--- src/rtl/feature_packer.sv ---
`default_nettype none
// ============================================================================
// Module      : feature_packer
// Description : Packs a serial stream of signed BW-bit feature coefficients
//               into VECTOR_LEN-wide vectors and frames them into utterances
//               of FRAME_LEN vectors (last_o marks the final vector).
//               Coefficient k of a vector lands in data_o[(k+1)*BW-1 : k*BW].
//               Storage is a partial-vector accumulator plus an output
//               register, so input keeps flowing while an output is pending.
// Ports       : clk_i        - clock, rising edge
//               rst_i        - synchronous active-high reset
//               data_i       - serial signed coefficient
//               valid_i      - data_i valid
//               ready_o      - packer accepts data_i this cycle
//               flush_i      - synchronous abort of the current utterance
//               data_o       - packed vector
//               valid_o      - data_o / last_o valid
//               last_o       - data_o is the final vector of the utterance
//               ready_i      - downstream accepts data_o
//               frame_idx_o  - index of the vector currently being assembled
// Revision    : 1.0 - initial release
// ============================================================================
module feature_packer #(
    parameter int  BW         = 8,
    parameter int  VECTOR_LEN = 13,
    parameter int  FRAME_LEN  = 50,
    localparam int FW         = (FRAME_LEN > 1) ? $clog2(FRAME_LEN) : 1
) (
    input  logic                         clk_i,
    input  logic                         rst_i,
    input  logic signed [BW-1:0]         data_i,
    input  logic                         valid_i,
    output logic                         ready_o,
    input  logic                         flush_i,
    output logic [BW*VECTOR_LEN-1:0]     data_o,
    output logic                         valid_o,
    output logic                         last_o,
    input  logic                         ready_i,
    output logic [FW-1:0]                frame_idx_o
);

    localparam int              CW           = (VECTOR_LEN > 1) ? $clog2(VECTOR_LEN) : 1;
    localparam int              VW           = BW * VECTOR_LEN;
    localparam logic [CW-1:0]   c_coef_last  = CW'(VECTOR_LEN - 1);
    localparam logic [FW-1:0]   c_frame_last = FW'(FRAME_LEN - 1);

    logic [CW-1:0] r_coef_cnt;
    logic [FW-1:0] r_frame_cnt;
    logic [VW-1:0] r_acc;
    logic [VW-1:0] r_data;
    logic          r_valid;
    logic          r_last;

    logic          w_out_xfer;
    logic          w_in_xfer;
    logic          w_complete;
    logic [VW-1:0] w_vec;

    // Only the final coefficient needs the output register, so stall just
    // that one while a vector is still waiting to be consumed. A flush
    // blocks all input for its cycle.
    assign ready_o    = ~flush_i & ~((r_coef_cnt == c_coef_last) & r_valid & ~ready_i);
    assign w_in_xfer  = valid_i & ready_o;
    assign w_out_xfer = r_valid & ready_i;
    assign w_complete = w_in_xfer & (r_coef_cnt == c_coef_last);

    // The completing coefficient bypasses the accumulator straight into the
    // top slot so the full vector loads into the output register in one edge.
    always_comb begin
        w_vec             = r_acc;
        w_vec[VW-1 -: BW] = data_i;
    end

    always_ff @(posedge clk_i) begin
        if (rst_i || flush_i) begin
            r_coef_cnt  <= '0;
            r_frame_cnt <= '0;
            r_acc       <= '0;
            r_data      <= '0;
            r_valid     <= 1'b0;
            r_last      <= 1'b0;
        end else begin
            if (w_in_xfer) begin
                for (int k = 0; k < VECTOR_LEN; k++) begin
                    if (r_coef_cnt == CW'(k)) begin
                        r_acc[k*BW +: BW] <= data_i;
                    end
                end
                r_coef_cnt <= w_complete ? '0 : r_coef_cnt + CW'(1);
            end

            // A completion in the same cycle as an output transfer simply
            // overwrites the consumed vector, keeping valid_o high.
            if (w_complete) begin
                r_data      <= w_vec;
                r_valid     <= 1'b1;
                r_last      <= (r_frame_cnt == c_frame_last);
                r_frame_cnt <= (r_frame_cnt == c_frame_last) ? '0 : r_frame_cnt + FW'(1);
            end else if (w_out_xfer) begin
                r_valid <= 1'b0;
            end
        end
    end

    assign data_o      = r_data;
    assign valid_o     = r_valid;
    assign last_o      = r_last;
    assign frame_idx_o = r_frame_cnt;

endmodule
`default_nettype wire

--- config.mk ---
export PLATFORM = sky130hd
export DESIGN_NAME = feature_packer
export DESIGN_NICKNAME = d
export VERILOG_FILES = /design/src/rtl/feature_packer.sv
export SDC_FILE = /design/constraint.sdc
export NUM_CORES = 1
export LEC_CHECK = 0
export BUFFER_PORTS_ARGS = -buffer_cell sky130_fd_sc_hd__buf_4
export CORE_UTILIZATION = 40
export DETAILED_ROUTE_END_ITERATION = 7
export GPL_ROUTABILITY_DRIVEN = 1
export SLEW_MARGIN = 20
export SYNTH_ARGS = -nofsm -noshare
export SYNTH_HDL_FRONTEND = slang
export SYNTH_SLANG_ARGS = --single-unit
--- constraint.sdc ---
create_clock -name clk_i -period 2 [get_ports clk_i]
set_input_delay 0.4 -clock clk_i [delete_from_list [all_inputs] [get_ports clk_i]]
set_output_delay 0.4 -clock clk_i [all_outputs]
set_load 0.01 [all_outputs]
==> impl_metrics.yaml <==
yosys:
  synthCells: 967
  synth_area_leaders: "dfxtp_1 (55%), nand2_1 (16%), a21oi_1 (13%)"
  ys_seq_elements: 212
  synth.distinct_cells: 31
  syn_avg_cell_area_sq_um: 7.92
  yosys.area.top_type: "dfxtp_1"
  ys_seq_area_share_pct: 55.4
  syn_nets: 986
  yosys_warnings: 0
  synth_area_sq_um: 7660
  synth_top_area_share_pct: 55.4
setup_path:
  crit_slowest_cell: "dfxtp_2"
  worst_setup_path_end_kind: "output port"
  slowest_delay_ns: 0.35
  cp_top_family: "flip-flops"
  path_common_cell: "nor2_2"
  startpoint_type: "register"
  required_ns: 1.60
  cp_max_fo: 4
  crit_chain: "inv_1 -> ha_1 -> nand3_2 -> nor2_2 -> nor2_2 -> buf_4"
  path_buf_inv: 2
  critPathKind: "register to output port"
  cp.arrival_ns: 1.58
power:
  p_clk_share_pct: 48.4
  swShare_pct: 20.8
  intPower_w: 0.00686
  p_comb_share_pct: 2.7
  ir_worst_vdd_uv: 559
  p_seq_share_pct: 48.9
  power.switching_w: 0.00180
  power.density_nw_per_um2: 895
  leakagePower_nw: 3.31
  total_power_w: 0.00865
sta:
  slew_viol_final: 0
  worst_pin_slew_ns: 0.866
  fmax_mhz: 506
  setup_viol: 0
  skew_ns: 0.0164
  rsz0062_at_grt: "yes"
  min_period_ns: 1.98
  hold_viol_final: 0
  post-route-period-util_pct: 98.9
  maxSlewHeadroom_pct: 42.3
drt:
  first_pass_iters: 7
  ant_nets: 0
  num_vias: 6775
  drt_iter0_drc: 470
  vias_per_cell: 5.16
  drc: 0
  wirelength_mm: 19.9
  wire_per_inst_microns: 15.2
cts:
  clk_path_buf_depth: 3
  cts_buffers: 23
  holdBufCountCts: 0
  clkLatencyLatePin_ns: 0.50
  h-tree-depth: 1
  cts_root_buf: "clkbuf_16"
  clock_sinks: 212
  clk_pin_slew_ns: 0.06
  tritoncts: "built"
finish:
  final_area_sq_um: 9670
  final_common_cell: "nand2_1"
  final_cell_mix: "nand2_1 (322), dfxtp_1 (210), a21oi_1 (205), buf_4 (146), nand3_1 (100)"
  diodes: 0
  drive_gt1_share_pct: 18.3
  areaGrowthSynthToFinish_pct: 26.3
  finalNetCount: 1085
floorplanning:
  start_util_pct: 40.9
  die_w_microns: 140
  dieArea_sq_um: 19700
  core_sq_um: 18700
  die_h_microns: 140
  rows: 50
  ios: 126
grt:
  track_usage_pct: 20.0
  grt_pass1_wl_mm: 31.9
  grt_max_degree: 79
  antenna_found_initial: 0
  grt.busiest_layer: "met2"
  met2_usage_pct: 30.2
  met3_usage_pct: 3.25
  grt_pass1_vias: 6173
  overflow: 0
  met1_usage_pct: 29.3
placement:
  portBuffers: 125
  dp_hpwl_mm: 12.1
  post_dp_cell_area_sq_um: 8890
  globalplace.congestion: 0.772
hold_path:
  min_path_type: "input port to register"
status:
  outcome: "completed"
run:
  max_cap_viol_count: 0
==> Yosys cell counts <==
cell type	count
o21bai_1	1
or3_1	3
dfxtp_1	212
nand2_1	322
a21oi_1	205
nor4b_2	1
o2111ai_1	2
nor2b_1	1
or4_1	1
buf_1	1
nand3_2	1
or2_2	1
a41oi_1	2
clkbuf_1	66
and3_1	1
a311oi_1	2
ha_1	6
mux2i_1	1
buf_2	13
nand2b_1	2
nor2_1	6
o21ai_0	1
nand4_1	1
nor3_1	2
nor4bb_1	2
and4_1	1
xnor2_1	2
inv_1	5
nor4_1	1
o41ai_1	2
nand3_1	100
==> cell type report <==
type,count,area (sq um)
fillers,1831,9040
flip-flops and latches,212,4250
multi-input cells,670,3140
repair buffers,154,1230
clock buffers,34,677
well taps,234,293
clock inverters,3,65.1
inverters,5,18.8
==> per-stage QoR <==
step                      instances  worst slack [ns]  utilization, %  setup TNS [ns]  hold slack [ns]
after global routing           1312           -0.0624            51.7          -0.734            0.262
after CTS                      1312           0.00460            51.6               0            0.215
after floorplan                 967            0.0484               -               0            0.432
after global placement         1273             0.111            47.5               0            0.439
after detailed placement       1273            0.0773            47.5               0            0.446
final                          1312            0.0224            51.7               0            0.219
==> routing by layer <==
layer  share of wire, %  wire length [microns]
met4                1.8                    357
met2                 44                   8680
met3                6.2                   1250
met1                 48                   9650
met5                  0                      0
==> kinds of logic (layout without fill, tap and decap cells) <==
group / Yosys count / count (layout) / synth area share (%)
AOI/OAI and AO/OA: 215 / 215 / 14.5
buffers and inverters: 85 / 196 / 4.38
DFF: 212 / 212 / 55.4
xor gates and xnor gates: 2 / 2 / 0.229
and+or+nand+nor: 446 / 446 / 24.4
muxes: 1 / 1 / 0.131
adders and majority gates: 6 / 6 / 0.981
==> power groups by stage <==
stage	Combinational, W	Sequential (W)	Clock (W)
floorplan	0.000122	0.00432	0
global placement	0.000232	0.00432	0
detailed placement	0.000230	0.00432	0
CTS	0.000231	0.00423	0.00426
global route	0.000246	0.00423	0.00447
finish	0.000233	0.00423	0.00419
==> tightest hold or removal path, cell delays in order <==
cell and delay (ns):
buf_4 0.08, nor2_1 0.04, o2111ai_1 0.08, o41ai_1 0.07
==> registers in the layout (all words and copies together), names as in the netlist <==
register     flops
data_o         104
frame_idx_o      6
last_o           1
r_acc           96
r_coef_cnt       4
valid_o          1
==> final timing paths <==
kind / start / end / slack, ns / cells past startpoint
min: rst_i / r_coef_cnt[3] / 0.22 / 4
max reg2reg: r_coef_cnt[1] / r_acc[11] / 0.10 / 5
min reg2reg: r_acc[37] / data_o[37] / 0.45 / 2
max: r_coef_cnt[0] / ready_o / 0.02 / 6
==> timing repair <==
action | in CTS | in global routing
buffers inserted | 2 | 0
resized for setup | 4 | 4
pin swaps | 2 | 1
endpoints found under the setup margin | 1 | 108
endpoints found under the hold margin | 0 | 0
No activity file was read; power rests on OpenSTA's default activity.
